$ cat src/rtl/hs_tx_serializer_pkg.sv
// Shared definitions for the HS transmit lane: burst state encoding and default framing constants.
package hs_tx_serializer_pkg;

    localparam int         DATA_WIDTH_DEF   = 8;
    localparam logic [7:0] SYNC_PATTERN_DEF = 8'hB8;

    typedef enum logic [2:0] {
        ST_IDLE  = 3'd0,
        ST_ZERO  = 3'd1,
        ST_SYNC  = 3'd2,
        ST_DATA  = 3'd3,
        ST_TRAIL = 3'd4
    } state_t;

    function automatic int max3(input int a, input int b, input int c);
        int m;
        m = (a > b) ? a : b;
        return (m > c) ? m : c;
    endfunction

endpackage

$ cat src/rtl/hs_tx_shift_reg.sv
// Byte shifter: holds the bits of the current byte not yet on the line, plus a count of bits already driven.
module hs_tx_shift_reg
    import hs_tx_serializer_pkg::*;
#(
    parameter int DATA_WIDTH = DATA_WIDTH_DEF
) (
    input  logic                  clk,
    input  logic                  rst_n,
    input  logic                  load,
    input  logic                  shift,
    input  logic [DATA_WIDTH-1:0] d,
    output logic                  q0,
    output logic                  last_bit_flag
);

    localparam int             BW      = $clog2(DATA_WIDTH) + 1;
    localparam logic [BW-1:0]  NEXT_LAST = BW'(DATA_WIDTH - 2);

    logic [DATA_WIDTH-1:0] sr_q;
    logic [BW-1:0]         cnt_q;

    // Bit 0 of a loaded byte goes straight to the line, so only the upper bits are kept.
    always_ff @(posedge clk or negedge rst_n) begin
        if (!rst_n) begin
            sr_q  <= '0;
            cnt_q <= '0;
        end else if (load) begin
            sr_q  <= d >> 1;
            cnt_q <= '0;
        end else if (shift) begin
            sr_q  <= sr_q >> 1;
            cnt_q <= cnt_q + BW'(1);
        end else begin
            sr_q  <= sr_q;
            cnt_q <= cnt_q;
        end
    end

    assign q0            = sr_q[0];
    assign last_bit_flag = (cnt_q == NEXT_LAST);

endmodule

$ cat src/rtl/hs_tx_serializer.sv
// HS lane transmitter: frames PPI bytes as zero preamble, sync byte, LSB-first payload and inverted trailer.
module hs_tx_serializer
    import hs_tx_serializer_pkg::*;
#(
    parameter int                    DATA_WIDTH   = DATA_WIDTH_DEF,
    parameter int                    ZERO_LEN     = 8,
    parameter int                    TRAIL_LEN    = 8,
    parameter logic [DATA_WIDTH-1:0] SYNC_PATTERN = DATA_WIDTH'(SYNC_PATTERN_DEF)
) (
    input  logic                  TxDDRClkHS,
    input  logic                  RST,
    input  logic                  TxRequestHS,
    input  logic [DATA_WIDTH-1:0] TxDataHS,
    output logic                  TxReadyHS,
    output logic                  TxActiveHS,
    output logic                  HS_TX_DATA
);

    localparam int               CNT_W      = $clog2(max3(ZERO_LEN, TRAIL_LEN, DATA_WIDTH)) + 1;
    localparam logic [CNT_W-1:0] ZERO_LAST  = CNT_W'(ZERO_LEN - 1);
    localparam logic [CNT_W-1:0] TRAIL_LAST = CNT_W'(TRAIL_LEN - 1);

    state_t                state_q, state_d;
    logic [CNT_W-1:0]      cnt_q, cnt_d;
    logic                  last_q, last_d;
    logic                  line_q, line_d;
    logic                  active_q, active_d;
    logic                  ready_q, ready_d;
    logic                  sr_load, sr_shift, sr_q0, sr_last;
    logic [DATA_WIDTH-1:0] sr_din;

    hs_tx_shift_reg #(.DATA_WIDTH(DATA_WIDTH)) u_shift (
        .clk           (TxDDRClkHS),
        .rst_n         (RST),
        .load          (sr_load),
        .shift         (sr_shift),
        .d             (sr_din),
        .q0            (sr_q0),
        .last_bit_flag (sr_last)
    );

    // Next-state and next-output decode; outputs describe the cycle after the coming edge.
    always_comb begin
        state_d  = state_q;
        cnt_d    = cnt_q + CNT_W'(1);
        last_d   = last_q;
        line_d   = 1'b0;
        active_d = 1'b1;
        ready_d  = 1'b0;
        sr_load  = 1'b0;
        sr_shift = 1'b0;
        sr_din   = SYNC_PATTERN;
        case (state_q)
            ST_IDLE: begin
                cnt_d = '0;
                if (TxRequestHS) begin
                    state_d = ST_ZERO;
                end else begin
                    active_d = 1'b0;
                end
            end
            ST_ZERO: begin
                if (cnt_q == ZERO_LAST) begin
                    state_d = ST_SYNC;
                    cnt_d   = '0;
                    sr_load = 1'b1;
                    line_d  = SYNC_PATTERN[0];
                    last_d  = SYNC_PATTERN[0];
                end else begin
                    line_d = 1'b0;
                end
            end
            ST_SYNC, ST_DATA: begin
                cnt_d = '0;
                if (ready_q && TxRequestHS) begin
                    state_d = ST_DATA;
                    sr_load = 1'b1;
                    sr_din  = TxDataHS;
                    line_d  = TxDataHS[0];
                    last_d  = TxDataHS[0];
                end else if (ready_q) begin
                    state_d = ST_TRAIL;
                    line_d  = ~last_q;
                end else begin
                    sr_shift = 1'b1;
                    line_d   = sr_q0;
                    last_d   = sr_q0;
                    ready_d  = sr_last;
                end
            end
            ST_TRAIL: begin
                if (cnt_q == TRAIL_LAST) begin
                    state_d  = ST_IDLE;
                    cnt_d    = '0;
                    active_d = 1'b0;
                end else begin
                    line_d = ~last_q;
                end
            end
            default: begin
                state_d  = ST_IDLE;
                cnt_d    = '0;
                active_d = 1'b0;
            end
        endcase
    end

    // State, counter and registered lane outputs; reset aborts a burst with no trailer.
    always_ff @(posedge TxDDRClkHS or negedge RST) begin
        if (!RST) begin
            state_q  <= ST_IDLE;
            cnt_q    <= '0;
            last_q   <= 1'b0;
            line_q   <= 1'b0;
            active_q <= 1'b0;
            ready_q  <= 1'b0;
        end else begin
            state_q  <= state_d;
            cnt_q    <= cnt_d;
            last_q   <= last_d;
            line_q   <= line_d;
            active_q <= active_d;
            ready_q  <= ready_d;
        end
    end

    assign TxReadyHS  = ready_q;
    assign TxActiveHS = active_q;
    assign HS_TX_DATA = line_q;

endmodule

$ cat config.mk
export PLATFORM = sky130hd
export DESIGN_NAME = hs_tx_serializer
export DESIGN_NICKNAME = d
export VERILOG_FILES = /design/src/rtl/hs_tx_serializer_pkg.sv /design/src/rtl/hs_tx_shift_reg.sv /design/src/rtl/hs_tx_serializer.sv
export SDC_FILE = /design/constraint.sdc
export NUM_CORES = 1
export LEC_CHECK = 0
export CORE_MARGIN = 2
export CORE_UTILIZATION = 30
export CTS_CLUSTER_DIAMETER = 150
export DETAILED_ROUTE_END_ITERATION = 7
export DONT_BUFFER_PORTS = 1
export HOLD_SLACK_MARGIN = 0.06
export PLACE_DENSITY = 0.41
export SYNTH_ARGS = -nofsm -noshare
export SYNTH_HDL_FRONTEND = slang
export SYNTH_SLANG_ARGS = --single-unit
$ cat constraint.sdc
create_clock -name TxDDRClkHS -period 4.4 [get_ports TxDDRClkHS]
set_input_delay 1.32 -clock TxDDRClkHS [delete_from_list [all_inputs] [get_ports TxDDRClkHS]]
set_output_delay 1.32 -clock TxDDRClkHS [all_outputs]
set_load 0.01 [all_outputs]
==> results of run 1 <==
## sequential cells by signal, indices dropped and copies added, names as in the netlist
signal / count
state_q: 3
last_q: 1
cnt_q: 4
HS_TX_DATA: 1
u_shift.cnt_q: 4
u_shift.sr_q: 7
TxActiveHS: 1
TxReadyHS: 1
## metrics by stage
stage | instances | worst slack, ns | hold slack, ns | total power [W] | area, um2
2_1_floorplan | 110 | 2.39 | 0.423 | 0.000516 | 1090
3_3_place_gp | 151 | 2.22 | 0.440 | 0.000558 | 1120
3_5_place_dp | 151 | 2.16 | 0.443 | 0.000562 | 1120
4_1_cts | 154 | 2.15 | 0.460 | 0.000654 | 1140
5_1_grt | 154 | 2.08 | 0.493 | 0.000715 | 1140
6_report | 154 | 2.16 | 0.457 | 0.000646 | 1140
## final cells by class
class                   count  area (um2)  share of cell area
multi-input cells          79         497               0.435
flip-flops and latches     22         551               0.482
clock buffers               3        22.5              0.0197
well taps                  46        57.6              0.0504
inverters                   4        15.0              0.0131
## cell families after synthesis
group | after synthesis | share of synthesized area
muxes | 5 | 0.0458
and+or+nand+nor | 47 | 0.223
AOI/OAI and AO/OA | 22 | 0.135
xor gates and xnor gates | 2 | 0.0160
DFF | 22 | 0.503
buffers and inverters | 9 | 0.0423
adders and majority gates | 3 | 0.0343
## worst min-delay path by stage
stage / start / to / slack, ns / depth (start not counted)
2_1_floorplan: last_q$_DFFE_PN0P_ / HS_TX_DATA$_DFF_PN0_ / 0.42 / 1
3_3_place_gp: last_q$_DFFE_PN0P_ / HS_TX_DATA$_DFF_PN0_ / 0.44 / 1
3_5_place_dp: last_q$_DFFE_PN0P_ / HS_TX_DATA$_DFF_PN0_ / 0.44 / 1
4_1_cts: last_q$_DFFE_PN0P_ / HS_TX_DATA$_DFF_PN0_ / 0.46 / 1
5_1_grt: u_shift.cnt_q[3]$_DFFE_PN0P_ / TxReadyHS$_DFF_PN0_ / 0.49 / 1
6_report: last_q$_DFFE_PN0P_ / HS_TX_DATA$_DFF_PN0_ / 0.46 / 1
## cell usage in the layout, fill, tap and decap left out
| cell type | count |
|---|---|
| sky130_fd_sc_hd__o22ai_1 | 2 |
| sky130_fd_sc_hd__nor2_1 | 11 |
| sky130_fd_sc_hd__a31oi_1 | 5 |
| sky130_fd_sc_hd__o21ai_1 | 1 |
| sky130_fd_sc_hd__o31ai_1 | 1 |
| sky130_fd_sc_hd__or3b_4 | 1 |
| sky130_fd_sc_hd__o31ai_2 | 1 |
| sky130_fd_sc_hd__a32o_1 | 1 |
| sky130_fd_sc_hd__a21oi_1 | 5 |
| sky130_fd_sc_hd__nand3b_1 | 1 |
| sky130_fd_sc_hd__o21ai_0 | 2 |
| sky130_fd_sc_hd__or3_1 | 1 |
| sky130_fd_sc_hd__o31a_1 | 1 |
| sky130_fd_sc_hd__nor2b_1 | 1 |
| sky130_fd_sc_hd__or2_2 | 1 |
| sky130_fd_sc_hd__and4b_1 | 1 |
| sky130_fd_sc_hd__a32oi_1 | 1 |
| sky130_fd_sc_hd__clkbuf_4 | 3 |
| sky130_fd_sc_hd__inv_1 | 4 |
| sky130_fd_sc_hd__a2111oi_0 | 1 |
| sky130_fd_sc_hd__xnor2_1 | 1 |
| sky130_fd_sc_hd__nand2b_1 | 4 |
| sky130_fd_sc_hd__mux2i_1 | 5 |
| sky130_fd_sc_hd__a21o_1 | 1 |
| sky130_fd_sc_hd__nor3b_1 | 2 |
| sky130_fd_sc_hd__nand2_1 | 17 |
| sky130_fd_sc_hd__dfrtp_1 | 22 |
| sky130_fd_sc_hd__xor2_1 | 1 |
| sky130_fd_sc_hd__nor3b_2 | 1 |
| sky130_fd_sc_hd__or4_1 | 1 |
| sky130_fd_sc_hd__nor4_1 | 2 |
| sky130_fd_sc_hd__nand4b_1 | 1 |
| sky130_fd_sc_hd__ha_1 | 3 |
| sky130_fd_sc_hd__nand3_1 | 2 |
## report_power, final
group	switching, W	internal [W]	total (W)
combinational	0.000121	0.0000998	0.000221
clock	0.0000585	0.0000319	0.0000904
sequential	0.0000608	0.000274	0.000335
## routing by layer
metal,share of wire,wire length (um),vias up,GRT usage
li1,-,-,386,-
met1,0.53,1130,380,0.164
met2,0.41,882,21,0.180
met3,0.054,116,2,0.0387
met4,0.011,23,0,0.0559
met5,0,0,-,0
==> impl_metrics.ini, run 1 <==
[drt]
route.detailed.drc = 0
ant_nets = 0
first_iter_violations = 36
dr_total_vias = 789
number_of_vias_per_cell_after_detailed_routing = 5.12
drt-pass1-iter-count = 4
routed_wl_mm = 2.16
wl_per_cell_um = 14.0

[placement]
hpwlAfterDp_mm = 1.51
global_placement_routability_congestion = 0.724
place.port_buffers = 0

[power_and_ir_drop]
leakage_nw = 0.504
peakVddDrop_v = 0.000180
power.density_nw_per_um2 = 566

[clock_tree]
cts.sink_count = 22
ctsHtreeMaxLevel = 1
cts_repair_resize_count = 0
clock_buffer_count_from_cts = 3
cts.repair_timing.setup_buffer_count = 0
cts_max_path_buffers = 2
tritoncts = done
postCtsHoldBufs = 0
clock-root-buffer = sky130_fd_sc_hd__clkbuf_4
path_clk_slew_ns = 0.12
clock_insertion_delay_worst_skew_ns = 0.30

[timing]
minimum_clock_period_after_layout_ns = 2.24
timing.final.hold_violations = 0
final.period_utilization = 0.508
setup_violations = 0
worst_pin_slew_ns = 0.674
final.setup.tns_ns = 0
clock_skew_ns = 0.00303
drv_slew = 0
timing.fmax_mhz = 447
setup_repair_after_global_routing_missed_its_margin = no
slew-limit-headroom = 0.549

[synthesis]
synth_top_cells_by_area = sky130_fd_sc_hd__dfrtp_1, sky130_fd_sc_hd__nand2_1, sky130_fd_sc_hd__mux2i_1
post_synth.cell_area_avg_um2 = 9.94
synth_enable_flop_cells = 0
synth_common_cells = sky130_fd_sc_hd__dfrtp_1, sky130_fd_sc_hd__nand2_1, sky130_fd_sc_hd__nor2_1
synth.cell_area_um2 = 1090
ys_seq_elements = 22
synth_top_cell_area_share = 0.503
synthCells = 110
synth_ff_type = sky130_fd_sc_hd__dfrtp_1
postSynth.asyncResetShare = 1.00
synthesis.yosys.warnings = 0
synth.lib_cells_used.distinct = 37
synthMostInstantiatedCell = sky130_fd_sc_hd__dfrtp_1
cell_type_with_the_largest_total_area_after_synthesis = sky130_fd_sc_hd__dfrtp_1
yosysSeqAreaShare = 0.503
mappedNetlistNets = 124

[floorplan]
num_io_pins = 14
width_of_the_chip_um = 64.4
core_um2 = 3420
fp.dieArea_um2 = 4140
die_height_um = 64.4
rows = 21
initial_utilization = 0.320

[hold_path]
hold_path.class = reg -> reg

[worst_setup_path]
cp_max_fo = 10
setup.worst_path.end = TxReadyHS
setup.worst_path.class = reg -> out
arrival_ns = 0.92
worstSetupEndpointType = output port
crit-reg2reg-launch = state_q[2]$_DFFE_PN0P_
crit_start = TxReadyHS$_DFF_PN0_
ff2ff_path_depth = 3
ff2ff_setup_slack_ns = 2.58
critPathLaunchType = flop
cp_data_required_time_ns = 3.08
worstReg2RegEnd = u_shift.cnt_q[3]$_DFFE_PN0P_
path_depth = 0

[final_layout]
antennaDiodeCount = 0
ratio_of_cells_with_drive_above_1_in_the_final_layout = 0.0648
n_fill_cell = 369
nNetsFinal = 124
syn2layout_area_growth_pct = 4.46
layout.core_utilization = 0.334

[outcome]
run_status = completed

[grt]
first_global_vias = 827
wire_length_of_the_first_global_routing_pass_mm = 3.87
grt_max_degree = 23
grt_remaining_overflow = 0
initial_antenna_violation_count = 0
gr-usage-all-layers = 0.122

[run]
max_cap_violations = 0
(Power assumes the default switching activity.)
==> inputs of run 2 (changes only) <==
Settings changed: PLACE_DENSITY 0.41 to 0.42.
Clock period 4.4 ns to 1.84 ns, I/O delays scaled along.
==> impl_metrics.ini, run 2 (same netlist as run 1, synthesis figures left out) <==
[outcome]
run_status = completed

[final_layout]
number_of_flip_flops_under_the_largest_register_name = 7
top_register = u_shift.sr_q
most_frequent_cells_in_the_layout = sky130_fd_sc_hd__dfrtp_1, sky130_fd_sc_hd__nand2_1, sky130_fd_sc_hd__nor2_1
largest_registers = u_shift.sr_q: 7 flops, cnt_q: 4 flops, u_shift.cnt_q: 4 flops
n_fill_cell = 362
stdcell_area_um2 = 1200
syn2layout_area_growth_pct = 9.50
antennaDiodeCount = 0
mostFrequentLayoutCell = sky130_fd_sc_hd__dfrtp_1
ratio_of_cells_with_drive_above_1_in_the_final_layout = 0.113
nNetsFinal = 131

[drt]
dr_total_vias = 793
ant_nets = 0
drt-pass1-iter-count = 4
route.detailed.drc = 0
routed_wl_mm = 2.25
wl_per_cell_um = 14.0
first_iter_violations = 31
number_of_vias_per_cell_after_detailed_routing = 4.93

[placement]
place.port_buffers = 0
hpwlAfterDp_mm = 1.61
global_placement_routability_congestion = 0.700
placed_cell_area_um2 = 1160

[clock_tree]
tritoncts = done
ctsHtreeMaxLevel = 1
clock-root-buffer = sky130_fd_sc_hd__clkbuf_4
cts.sink_count = 22
cts_max_path_buffers = 2
path_clk_slew_ns = 0.12
cts.repair_timing.setup_buffer_count = 0
clock_insertion_delay_worst_skew_ns = 0.30
clock_buffer_count_from_cts = 3

[floorplan]
fp.dieArea_um2 = 4140
core_um2 = 3420
rows = 21
width_of_the_chip_um = 64.4
die_height_um = 64.4
num_io_pins = 14
initial_utilization = 0.320

[grt]
wire_length_of_the_first_global_routing_pass_mm = 3.92
first_global_vias = 817
initial_antenna_violation_count = 0
gr-usage-all-layers = 0.123
grt_max_degree = 23
grt_remaining_overflow = 0

[timing]
minimum_clock_period_after_layout_ns = 1.60
worst_pin_slew_ns = 1.02
hold_slack_ns = 0.364
setup_violations = 0
final.period_utilization = 0.869
slew-limit-headroom = 0.318
final.setup.tns_ns = 0
timing.final.hold_violations = 0
clock_skew_ns = 0.00871
setup_repair_after_global_routing_missed_its_margin = no
timing.fmax_mhz = 625
drv_slew = 0

[power_and_ir_drop]
power.share.switching = 0.374
peakVddDrop_v = 0.000330
clock_power_share = 0.135
p_switching_w = 0.000605
leakage_nw = 0.539
internal_power_w = 0.00101
seq_power_share = 0.494
comb_power_share = 0.371
power.density_nw_per_um2 = 1350

[run]
max_cap_violations = 0

[worst_setup_path]
timing.critical_path.buf_inv = 0
critPathLaunchType = flop
crit_chain = or3b_4 > or4_1 > a21oi_1
cpPeakStageDelay_ns = 0.52
worstSetupEndpointType = flop
cpMaxStageDelayCell = sky130_fd_sc_hd__dfrtp_1
arrival_ns = 1.83
cp_max_fo = 11
largest_delay_contributor_family_on_the_critical_path = simple AND/OR/NAND/NOR gates
cp_data_required_time_ns = 2.07
setup.worst_path.class = reg -> reg

[hold_path]
hold_path.class = in -> reg
run 2: cell count changes in the layout (fill, tap and decap cells not counted):
cell / change
sky130_fd_sc_hd__buf_4: +6
sky130_fd_sc_hd__dlygate4sd3_1: +1
run 2: per-stage QoR:
stage / util / std cells / worst slack (ns) / power, W
after floorplan: - / 110 / 0.247 / 0.00123
after global placement: 0.341 / 157 / 0.277 / 0.00140
after detailed placement: 0.341 / 157 / 0.273 / 0.00140
after CTS: 0.351 / 161 / 0.250 / 0.00164
after global routing: 0.351 / 161 / 0.179 / 0.00178
final: 0.351 / 161 / 0.241 / 0.00162
run 2: layout make-up:
| class | count | area, um2 | area share |
|---|---|---|---|
| Timing Repair Buffer | 7 | 55.1 | 0.0460 |
| Clock buffer | 3 | 22.5 | 0.0188 |
| Multi-Input combinational cell | 79 | 497 | 0.415 |
| Tap cell | 46 | 57.6 | 0.0481 |
| Inverter | 4 | 15.0 | 0.0125 |
| Sequential cell | 22 | 551 | 0.460 |
run 2: final timing paths:
kind,start,end,slack [ns],depth (start not counted)
max in group asynchronous,RST,u_shift.sr_q[4]$_DFFE_PN0P_,0.37,1
max,state_q[1]$_DFFE_PN0P_,u_shift.cnt_q[3]$_DFFE_PN0P_,0.24,3
min in group asynchronous,RST,last_q$_DFFE_PN0P_,0.86,1
min,TxDataHS[6],u_shift.sr_q[5]$_DFFE_PN0P_,0.36,2
max reg2reg,state_q[1]$_DFFE_PN0P_,u_shift.cnt_q[3]$_DFFE_PN0P_,0.24,3
min reg2reg,last_q$_DFFE_PN0P_,HS_TX_DATA$_DFF_PN0_,0.47,1
run 2: timing repair:
item,in CTS,in global routing
hold buffers,1,0
hold endpoints to repair,22,0
resized for setup,0,0
run 2: metal layers:
layer	wire, um	up-vias	track usage
li1	-	398	-
met1	1210	381	0.182
met2	943	12	0.169
met3	79	2	0.0264
met4	19	0	0.0559
met5	0	-	0
run 2: worst reg2reg max path: cells and delay by family, from the launching register on:
family             cells  cell delay, ns
DFF                    1            0.52
AOI/OAI and AO/OA      1            0.13
and+or+nand+nor        2            0.89
run 2: power groups by stage:
stage / clock [W] / sequential, W / combinational, W
4_1_cts: 0.000233 / 0.000801 / 0.000608
2_1_floorplan: 0 / 0.000756 / 0.000479
3_5_place_dp: 0 / 0.000812 / 0.000592
6_report: 0.000218 / 0.000799 / 0.000599
3_3_place_gp: 0 / 0.000806 / 0.000593
5_1_grt: 0.000261 / 0.000830 / 0.000693
==> inputs of run 3 (changes only) <==
Settings changed: MAX_ROUTING_LAYER set to met4.
==> impl_metrics.ini, run 3 (same netlist as run 1, synthesis figures left out) <==
[drt]
wl_per_cell_um = 14.0
ant_nets = 0
first_iter_violations = 27
dr_total_vias = 795
route.detailed.drc = 0
number_of_vias_per_cell_after_detailed_routing = 4.94
routed_wl_mm = 2.25
drt-pass1-iter-count = 4

[clock_tree]
cts.sink_count = 22
cts.repair_timing.setup_buffer_count = 0
ctsHtreeMaxLevel = 1
path_clk_slew_ns = 0.12
cts_max_path_buffers = 2
tritoncts = done
clock-root-buffer = sky130_fd_sc_hd__clkbuf_4
clock_insertion_delay_worst_skew_ns = 0.30
clock_buffer_count_from_cts = 3

[final_layout]
nNetsFinal = 131
stdcell_area_um2 = 1200
syn2layout_area_growth_pct = 9.50
most_frequent_cells_in_the_layout = sky130_fd_sc_hd__dfrtp_1, sky130_fd_sc_hd__nand2_1, sky130_fd_sc_hd__nor2_1
largest_registers = u_shift.sr_q: 7 flops, cnt_q: 4 flops, u_shift.cnt_q: 4 flops
mostFrequentLayoutCell = sky130_fd_sc_hd__dfrtp_1
ratio_of_cells_with_drive_above_1_in_the_final_layout = 0.113
number_of_flip_flops_under_the_largest_register_name = 7
antennaDiodeCount = 0
n_fill_cell = 362
top_register = u_shift.sr_q

[floorplan]
fp.dieArea_um2 = 4140
core_um2 = 3420
die_height_um = 64.4
num_io_pins = 14
width_of_the_chip_um = 64.4
rows = 21
initial_utilization = 0.320

[grt]
grt_remaining_overflow = 0
grt_max_degree = 23
first_global_vias = 817
gr-usage-all-layers = 0.126
initial_antenna_violation_count = 0
wire_length_of_the_first_global_routing_pass_mm = 3.92

[worst_setup_path]
critPathLaunchType = flop
cp_max_fo = 11
cpMaxStageDelayCell = sky130_fd_sc_hd__dfrtp_1
arrival_ns = 1.83
worstSetupEndpointType = flop
crit_chain = or3b_4 > or4_1 > a21oi_1
setup.worst_path.class = reg -> reg
cpPeakStageDelay_ns = 0.51
cp_data_required_time_ns = 2.07

[timing]
timing.fmax_mhz = 626
final.setup.tns_ns = 0
setup_violations = 0
worst_pin_slew_ns = 1.02
timing.final.hold_violations = 0
clock_skew_ns = 0.00879
final.period_utilization = 0.868
minimum_clock_period_after_layout_ns = 1.60
setup_repair_after_global_routing_missed_its_margin = no
drv_slew = 0
slew-limit-headroom = 0.317

[power_and_ir_drop]
peakVddDrop_v = 0.000329
power.density_nw_per_um2 = 1350
report.power.total_w = 0.00162
leakage_nw = 0.539

[placement]
placed_cell_area_um2 = 1160
global_placement_routability_congestion = 0.707
place.port_buffers = 0
hpwlAfterDp_mm = 1.61

[hold_path]
hold_path.class = in -> reg

[run]
max_cap_violations = 0

[outcome]
run_status = completed
==> run 3: per-layer routing <==
layer,share of wire,global-route usage,up-vias
met4,0.0093,0.0559,0
met1,0.53,0.182,383
li1,-,-,398
met5,0,-,-
met3,0.039,0.0264,2
met2,0.42,0.169,12
==> run 3: critical path, delay by kind of cell (launching register included) <==
kind               cells  cell delay, ns
and+or+nand+nor        2            0.89
DFF                    1            0.51
AOI/OAI and AO/OA      1            0.13
==> run 3: report_power, final <==
group          internal, W  leakage, nW  switching (W)
registers         0.000655        0.282       0.000144
clock network    0.0000763       0.0138       0.000141
logic             0.000281        0.243       0.000318
total              0.00101        0.539       0.000604
==> run 3: final timing paths <==
| path | startpoint | to | slack, ns | cells past startpoint |
|---|---|---|---|---|
| setup / recovery | state_q[1]$_DFFE_PN0P_ | u_shift.cnt_q[3]$_DFFE_PN0P_ | 0.24 | 3 |
| hold / removal | TxDataHS[6] | u_shift.sr_q[5]$_DFFE_PN0P_ | 0.36 | 2 |
| setup reg to reg | state_q[1]$_DFFE_PN0P_ | u_shift.cnt_q[3]$_DFFE_PN0P_ | 0.24 | 3 |
| hold reg to reg | last_q$_DFFE_PN0P_ | HS_TX_DATA$_DFF_PN0_ | 0.47 | 1 |
| max in group asynchronous | RST | u_shift.sr_q[4]$_DFFE_PN0P_ | 0.36 | 1 |
| min in group asynchronous | RST | last_q$_DFFE_PN0P_ | 0.86 | 1 |
==> run 3: stage by stage <==
stage | setup slack, ns | std cells | hold slack [ns] | util
after CTS | 0.250 | 161 | 0.347 | 0.351
final | 0.243 | 161 | 0.364 | 0.351
after floorplan | 0.247 | 110 | 0.256 | -
after detailed placement | 0.273 | 157 | 0.257 | 0.341
after global routing | 0.179 | 161 | 0.348 | 0.351
after global placement | 0.277 | 157 | 0.257 | 0.341
==> run 3: what timing repair did <==
action / CTS / global route
endpoints found under the hold margin: 22 / 0
resized for setup: 0 / 0
hold buffers: 1 / 0
==> run 3: layout make-up <==
| cell class | instances | area, um2 | area share |
|---|---|---|---|
| clock buffers | 3 | 22.5 | 0.0188 |
| inverters | 4 | 15.0 | 0.0125 |
| multi-input cells | 79 | 497 | 0.415 |
| flip-flops and latches | 22 | 551 | 0.460 |
| well taps | 46 | 57.6 | 0.0481 |
| repair buffers | 7 | 55.1 | 0.0460 |
